<file path="src/rtl/pc_stack.sv">
// pc_stack: LIFO return-address stack with a circular top pointer.
// Storage is a DEPTH x W register array; pushes and pops only move the
// pointer, so entries are never shifted.
// Optional build macro PC_STACK_WRAP_EN: when defined, a PUSH on a full
// stack overwrites the oldest entry instead of being dropped.
module pc_stack #(
   parameter int W     = 11,
   parameter int DEPTH = 8
) (
   input  logic                     clk,
   input  logic                     rst,
   input  logic [1:0]               ctl,
   input  logic [W-1:0]             din,
   input  logic                     err_clr,
   output logic [W-1:0]             dout,
   output logic [$clog2(DEPTH):0]   count,
   output logic                     empty,
   output logic                     full,
   output logic                     ovf,
   output logic                     unf
);

   localparam int AW = $clog2(DEPTH);
   localparam int CW = AW + 1;

   localparam logic [1:0] OP_NOP  = 2'b00;
   localparam logic [1:0] OP_PUSH = 2'b01;
   localparam logic [1:0] OP_POP  = 2'b10;
   localparam logic [1:0] OP_REPL = 2'b11;

`ifdef PC_STACK_WRAP_EN
   localparam bit WRAP_EN = 1'b1;
`else
   localparam bit WRAP_EN = 1'b0;
`endif

   logic [W-1:0]  mem [DEPTH];
   logic [AW-1:0] top_reg, top_next;
   logic [CW-1:0] count_reg, count_next;
   logic          ovf_reg, ovf_next;
   logic          unf_reg, unf_next;

   logic          wr_en;
   logic [AW-1:0] wr_addr;
   logic [AW-1:0] ptr_inc;
   logic [AW-1:0] ptr_dec;
   logic          set_ovf;
   logic          set_unf;

   assign ptr_inc = top_reg + AW'(1);
   assign ptr_dec = top_reg - AW'(1);

   assign empty = (count_reg == '0);
   assign full  = (count_reg == CW'(DEPTH));
   assign count = count_reg;
   assign ovf   = ovf_reg;
   assign unf   = unf_reg;
   assign dout  = empty ? '0 : mem[top_reg];

   // Decode the operation into pointer/count updates and an array write.
   // The slot just above the top is also the oldest entry when full, so a
   // wrapping push needs no special addressing.
   always_comb begin
      top_next   = top_reg;
      count_next = count_reg;
      wr_en      = 1'b0;
      wr_addr    = top_reg;
      set_ovf    = 1'b0;
      set_unf    = 1'b0;
      case (ctl)
         OP_PUSH: begin
            if (full) begin
               set_ovf = 1'b1;
            end
            if (!full || WRAP_EN) begin
               top_next = ptr_inc;
               wr_en    = 1'b1;
               wr_addr  = ptr_inc;
               if (!full) begin
                  count_next = count_reg + CW'(1);
               end
            end
         end
         OP_POP: begin
            if (empty) begin
               set_unf = 1'b1;
            end else begin
               top_next   = ptr_dec;
               count_next = count_reg - CW'(1);
            end
         end
         OP_REPL: begin
            if (empty) begin
               // Nothing to replace: behave as a push and flag the underflow.
               set_unf    = 1'b1;
               top_next   = ptr_inc;
               count_next = count_reg + CW'(1);
               wr_en      = 1'b1;
               wr_addr    = ptr_inc;
            end else begin
               wr_en   = 1'b1;
               wr_addr = top_reg;
            end
         end
         default: begin
            // OP_NOP: hold everything.
         end
      endcase
   end

   // Sticky error flags: a new error in the same cycle wins over err_clr.
   always_comb begin
      ovf_next = set_ovf | (ovf_reg & ~err_clr);
      unf_next = set_unf | (unf_reg & ~err_clr);
   end

   // Pointer, occupancy and flags; cleared immediately by rst.
   always_ff @(posedge clk or posedge rst) begin
      if (rst) begin
         top_reg   <= '0;
         count_reg <= '0;
         ovf_reg   <= 1'b0;
         unf_reg   <= 1'b0;
      end else begin
         top_reg   <= top_next;
         count_reg <= count_next;
         ovf_reg   <= ovf_next;
         unf_reg   <= unf_next;
      end
   end

   // Entry array: not reset, its contents are hidden while the stack is empty.
   always_ff @(posedge clk) begin
      if (wr_en && !rst) begin
         mem[wr_addr] <= din;
      end
   end

endmodule

</file>
<file path="config.mk">
export PLATFORM = sky130hd
export DESIGN_NAME = pc_stack
export DESIGN_NICKNAME = d
export VERILOG_FILES = /design/src/rtl/pc_stack.sv
export SDC_FILE = /design/constraint.sdc
export NUM_CORES = 1
export LEC_CHECK = 0
export ABC_AREA = 1
export CAP_MARGIN = 20
export CORE_ASPECT_RATIO = 0.6
export CORE_MARGIN = 5
export CORE_UTILIZATION = 35
export CTS_CLUSTER_SIZE = 16
export DETAILED_ROUTE_END_ITERATION = 10
export HOLD_SLACK_MARGIN = 0.02
export MAX_ROUTING_LAYER = met4
export PLACE_DENSITY_LB_ADDON = 0.08
export SLEW_MARGIN = 20
export SYNTH_ARGS = -nofsm -noshare
export SYNTH_HDL_FRONTEND = slang
export SYNTH_SLANG_ARGS = --single-unit
</file>
<file path="constraint.sdc">
create_clock -name clk -period 5.1 [get_ports clk]
set_input_delay 0.51 -clock clk [delete_from_list [all_inputs] [get_ports clk]]
set_output_delay 0.51 -clock clk [all_outputs]
set_load 0.005 [all_outputs]
</file>
==> results by group, run 1 <==
Clocking
  • H-tree depth: 3
  • Clk pin slew, worst setup/hold paths: 80 ps
  • Clk buf depth: 2
  • CTS Root Cell: clkbuf_16
  • Hold-fix buffers, CTS: 0
  • Total CTS buffers: 9
  • PostCTS Resize Cnt: 0
  • Post-CTS Setup Inserts: 0
  • CTS tree: done
  • Worst-Skew Late Latency: 350 ps
  • Clk sinks: 97

Routing
  • DRT Pass-1 Iters: 5
  • WL/cell: 18.7 µm
  • Antenna Nets Post-Route: 0
  • DRC viols: 0
  • Vias: 2,974
  • Detailed-route wire length: 10.9 mm
  • Initial DRC count: 451
  • Via-to-Cell Ratio: 5.12

Setup path
  • Critical path fanouts, max: 49
  • Crit path DAT: 2940 ps
  • R2R Path Start: top_reg[1]
  • Internal reg-to-reg setup slack: 1650 ps
  • CP delay by family, top: buffers and inverters
  • WP data required: 4590 ps
  • Cell-by-cell trace of the critical path: buf_4 -> inv_2 -> o21ai_0 -> o22ai_1 -> nand2_1 -> a21oi_1 -> clkdlybuf4s50_1
  • Crit-path slowest cell: inv_2
  • FF-to-FF path depth: 9
  • FF-to-FF End: mem[1][1]
  • Startpoint types: flop
  • CP Class: flop to output port
  • Worst path max stage delay: 620 ps
  • WP buf/inv: 3
  • CP Capture Type: output port

Power and ir drop
  • P_leak: 0.00180 µW
  • Peak supply drop: 0.166 mV
  • PwrDens: 559 nW/µm²

Global routing
  • First-pass GRT wire length: 16.8 mm
  • Grt total ovfl: 0
  • GRT Overall Usage: 15.9%
  • Initial antenna violation count: 0
  • Number of global-route vias before repair: 2,754
  • Largest net degree at the start of global routing: 50

Synth
  • Seq cells post-synth: 97
  • Synthesized cell area: 4250 µm²
  • Mapped Nets: 403
  • Syn. warnings: 0
  • Syn Area/Cell: 11.1 µm²
  • Post-synthesis sequential area ratio: 67.5%
  • Post-synth cell types: 26
  • Mapped Cells: 382

Floorplan
  • Die X: 152 µm
  • Die Ht: 95.3 µm
  • Die ar.: 14,500 µm²
  • # rows: 31
  • Core area: 12,000 µm²
  • Top-level I/O count: 35
  • Initial Utilization: 35.5%

Run status
  • Status: finished, final reports clean

STA
  • Period utilisation layout: 67.7%
  • Final setup viols: 0
  • Setup_tns: 0 ps
  • RSZ-0062 raised after global routing: false
  • Hold Fails Final Rpt: 0
  • Worst Max-Slew Pin Slew: 1050 ps
  • Setup Skew: 9.93 ps
  • Fin crit period: 3450 ps
  • F_max: 0.290 GHz
  • Relative slew slack: 29.5%
  • Max-slew violation count: 0
  • Hold_ws: 471 ps

Placed design
  • HPWL after DPL: 7.50 mm
  • Final GP Congestion: 0.906
  • Port Buffer Count: 34
  • Placed Cells: 564

Job
  • Number of max-cap violations: 0

Finish
  • Area grow syn2layout: 17.6%
  • Final std cells w/o fill: 581
  • Largest register FFs: 88
  • N_diodes: 0
  • Final nets: 432
  • Layout cells sized above 1: 7.93%

Worst hold path
  • Worst min path class: input port to async pin
==> cells in the final DEF (no fill, tap or decap), types with 2 or more instances in the layout <==
master	instances
a21oi_1	13
buf_4	2
clkbuf_16	9
clkdlybuf4s50_1	34
clkinv_1	2
dfrtp_1	9
edfxtp_1	88
ha_1	4
inv_1	18
inv_2	5
inv_6	4
nand2_1	63
nand2_2	2
nand3_1	19
nor2_1	55
nor2_2	4
o21ai_0	48
o21ai_1	3
o22ai_1	23
xor2_1	3
==> cells by family after synthesis <==
kind of cell               Yosys count  synth area share [%]
and+or+nand+nor                    146                  14.3
buffers and inverters               43                  4.62
xor gates and xnor gates             3                 0.618
adders and majority gates            5                  1.65
AOI/OAI and AO/OA                   88                  11.3
DFF                                 97                  67.5
==> cell usage after synthesis <==
cell	instances	area share [%]
a21oi_1	13	1.5
a21oi_4	1	0.38
buf_1	1	0.088
buf_2	8	0.94
buf_6	3	0.79
clkbuf_1	6	0.53
clkinv_1	1	0.088
dfrtp_1	9	5.3
edfxtp_1	88	62
fa_1	1	0.47
ha_1	4	1.2
inv_1	18	1.6
inv_2	5	0.44
inv_4	1	0.15
nand2_1	63	5.6
nand2_2	2	0.29
nand2_4	1	0.26
nand3_1	19	2.2
nand3_2	1	0.24
nor2_1	55	4.9
nor2_2	4	0.59
nor2_4	1	0.26
o21ai_0	48	5.7
o21ai_1	3	0.35
o22ai_1	23	3.4
xor2_1	3	0.62
==> worst max path at each step <==
stage | start | end | slack (ps) | cells past startpoint
floorplan | top_reg[0] | mem[0][0] | 2710 | 12
CTS | top_reg[1] | mem[5][0] | 1640 | 9
global placement | top_reg[1] | mem[1][8] | 1640 | 9
finish | top_reg[0] | dout[2] | 1650 | 7
global route | top_reg[1] | mem[4][0] | 1360 | 9
detailed placement | top_reg[1] | mem[5][3] | 1650 | 9
==> per-layer routing <==
layer / GRT usage, % / share of wire (%)
met4: 3.37 / 0.73
met5: - / 0
met2: 18.6 / 37
met1: 25.8 / 54
met3: 4.63 / 8.2
==> final cells by class <==
| type | instances | area [µm²] |
|---|---|---|
| clock inverter | 7 | 58.8 |
| multi-input combinational | 242 | 1180 |
| tap | 165 | 206 |
| fill | 1156 | 6990 |
| clock buffer | 9 | 225 |
| sequential | 97 | 2870 |
| timing repair buffer | 36 | 355 |
| inverter | 25 | 96.3 |
==> report_power, final <==
part	switching (µW)	leakage (µW)	total, µW	internal [µW]
logic	654	0.000755	1090	438
registers	93.1	0.000907	1040	951
clock network	316	0.000141	657	341
==> metrics by stage <==
stage / instance area (µm²) / power [µW] / setup WS, ps / utilization [%]
floorplan: 4250 / 1720 / 2710 / -
global placement: 4700 / 2160 / 1640 / 39.2
detailed placement: 4700 / 2150 / 1650 / 39.2
CTS: 4990 / 2810 / 1640 / 41.6
global route: 4990 / 2980 / 1360 / 41.7
finish: 4990 / 2790 / 1650 / 41.7
No activity file was read; power rests on OpenSTA's default activity.
==> run 2: changes to the inputs <==
==> constraint.sdc (replaced) <==
create_clock -name clk -period 3.3 [get_ports clk]
set_input_delay 0.33 -clock clk [delete_from_list [all_inputs] [get_ports clk]]
set_output_delay 0.33 -clock clk [all_outputs]
set_load 0.005 [all_outputs]
==> run 2 against run 1 <==
  * Clock power rose by 54%
  * Non-clock buffer count increased by 16
  * Routed wire length is 1.1% lower
  * Via count decreased by 2.7%
  * Power is 57% higher
  * Sequential cell count is the same
  * Worst hold slack lost 210 ps
  * Clock-buffer cell count is 1 higher
  * Register-to-register slack lost 630 ps
  * Cell count up 2.8%
  * Largest power group unchanged
==> results by group, run 2 (same netlist as run 1, synthesis figures left out) <==
Floorplan
  • Die X: 152 µm (unchanged)
  • Initial Utilization: 35.5% (unchanged)
  • Core area: 12,000 µm² (unchanged)
  • Die Ht: 95.3 µm (unchanged)
  • Top-level I/O count: 35 (unchanged)
  • Die ar.: 14,500 µm² (unchanged)
  • # rows: 31 (unchanged)

Clocking
  • Post-CTS Setup Inserts: 0 (unchanged)
  • CTS Root Cell: clkbuf_16
  • Clk sinks: 97 (unchanged)
  • Total CTS buffers: 9 (unchanged)
  • PostCTS Resize Cnt: 0 (unchanged)
  • Clk buf depth: 2 (unchanged)
  • Clk pin slew, worst setup/hold paths: 70 ps (about the same)
  • CTS tree: done
  • Hold-fix buffers, CTS: 0 (unchanged)
  • H-tree depth: 3 (unchanged)
  • Worst-Skew Late Latency: 340 ps (about the same)

STA
  • Relative slew slack: 68.1% (+39 points)
  • Max-slew violation count: 0 (unchanged)
  • Setup_tns: 0 ps (unchanged)
  • Setup Skew: 5.90 ps (-4.03 ps)
  • RSZ-0062 raised after global routing: false
  • F_max: 0.359 GHz
  • Hold_ws: 264 ps (-207 ps)
  • Period utilisation layout: 84.4%
  • Worst Max-Slew Pin Slew: 479 ps (-575 ps)
  • Final setup viols: 0 (unchanged)
  • Hold Fails Final Rpt: 0 (unchanged)
  • Fin crit period: 2790 ps

Run status
  • Status: finished, final reports clean

Finish
  • Layout cells sized above 1: 11.3% (+3.4 points)
  • N_diodes: 0 (unchanged)
  • Area grow syn2layout: 20.6%
  • Largest register FFs: 88 (unchanged)
  • Most common cell after layout, fill and taps aside: edfxtp_1
  • Final std cells w/o fill: 597 (+2.8%)
  • Most frequent cells in the layout: 88 x edfxtp_1, 63 x nand2_1, 55 x nor2_1
  • Final nets: 448 (+3.7%)

Placed design
  • Placed Cells: 581 (+3.0%)
  • HPWL after DPL: 7.19 mm (-4.0%)
  • Final GP Congestion: 0.848 (-6.4%)
  • Port Buffer Count: 34 (unchanged)

Routing
  • DRT Pass-1 Iters: 4 (-1)
  • Vias: 2,893 (-2.7%)
  • Antenna Nets Post-Route: 0 (unchanged)
  • WL met1: 5.83 mm (-0.10%)
  • WL/cell: 18.0 µm (-3.8%)
  • Met3 WL: 541 µm (-39%)
  • DRC viols: 0 (unchanged)
  • Via-to-Cell Ratio: 4.85 (-5.3%)
  • WL met2: 4.30 mm (+6.3%)
  • Initial DRC count: 247 (-45%)
  • Detailed-route wire length: 10.7 mm (-1.1%)
  • Uppermost layer routed: met4

Global routing
  • First-pass GRT wire length: 16.8 mm (+0.21%)
  • Number of global-route vias before repair: 2,755 (+0.036%)
  • Grt total ovfl: 0 (unchanged)
  • GRT Overall Usage: 16.0% (+0.15 points)
  • Initial antenna violation count: 0 (unchanged)
  • Largest net degree at the start of global routing: 47 (-6.0%)

Job
  • Number of max-cap violations: 0 (unchanged)

Power and ir drop
  • P_leak: 0.00189 µW (+4.7%)
  • Peak supply drop: 0.280 mV (+68%)
  • PwrDens: 855 nW/µm² (+53%)

Worst hold path
  • Worst min path class: input port to async pin

Setup path
  • Critical path fanouts, max: 27 (-45%)
  • Startpoint types: flop
  • WP data required: 2970 ps (-1620 ps)
  • CP Capture Type: output port
  • Crit path DAT: 2460 ps (-480 ps)
  • CP Class: flop to output port
run 2: layer usage:
metal / global-route usage [%] / vias up
met5: - / -
met4: 3.59 / 0
met3: 3.67 / 6
met2: 21.1 / 53
met1: 24.8 / 1407
li1: - / 1427
run 2: worst max-delay path, stage by stage (launching register included):
cell             delay, ps
dfrtp_1                390
inv_2                  360
buf_4                  290
o21ai_0                110
o22ai_1                180
nand2_1                 70
a21oi_1                180
clkdlybuf4s50_1        530
run 2: where the power goes:
| part | internal (µW) | switching [µW] | total (µW) |
|---|---|---|---|
| Combinational | 722 | 1100 | 1820 |
| Clock | 531 | 477 | 1010 |
| Sequential | 1470 | 78.7 | 1550 |
| Total | 2720 | 1650 | 4380 |
run 2: final timing paths:
check                           start        end  slack (ps)  cells past startpoint
setup / recovery           top_reg[0]    dout[5]         510                      7
hold / removal                    rst        ovf         260                      3
setup reg to reg           top_reg[0]  mem[3][6]        1020                     11
hold reg to reg                   unf        unf         530                      2
max in group asynchronous         rst   count[0]        2890                      3
min in group clk                  unf        unf         530                      2
run 2: cell type report:
type / instances / area (µm²)
Inverter: 25 / 96.3
Clock inverter: 6 / 62.6
Clock buffer: 10 / 229
Fill cell: 1140 / 6860
Sequential cell: 97 / 2870
Timing Repair Buffer: 52 / 475
Multi-Input combinational cell: 242 / 1180
Tap cell: 165 / 206
run 2: stage by stage:
| stage | cell area [µm²] | power, µW | setup WS (ps) | util [%] |
|---|---|---|---|---|
| after floorplan | 4250 | 2650 | 910 | - |
| after global placement | 4830 | 3420 | 888 | 40.3 |
| after detailed placement | 4830 | 3410 | 873 | 40.3 |
| after CTS | 5120 | 4430 | 488 | 42.7 |
| after global routing | 5120 | 4680 | 330 | 42.7 |
| final | 5120 | 4380 | 513 | 42.7 |
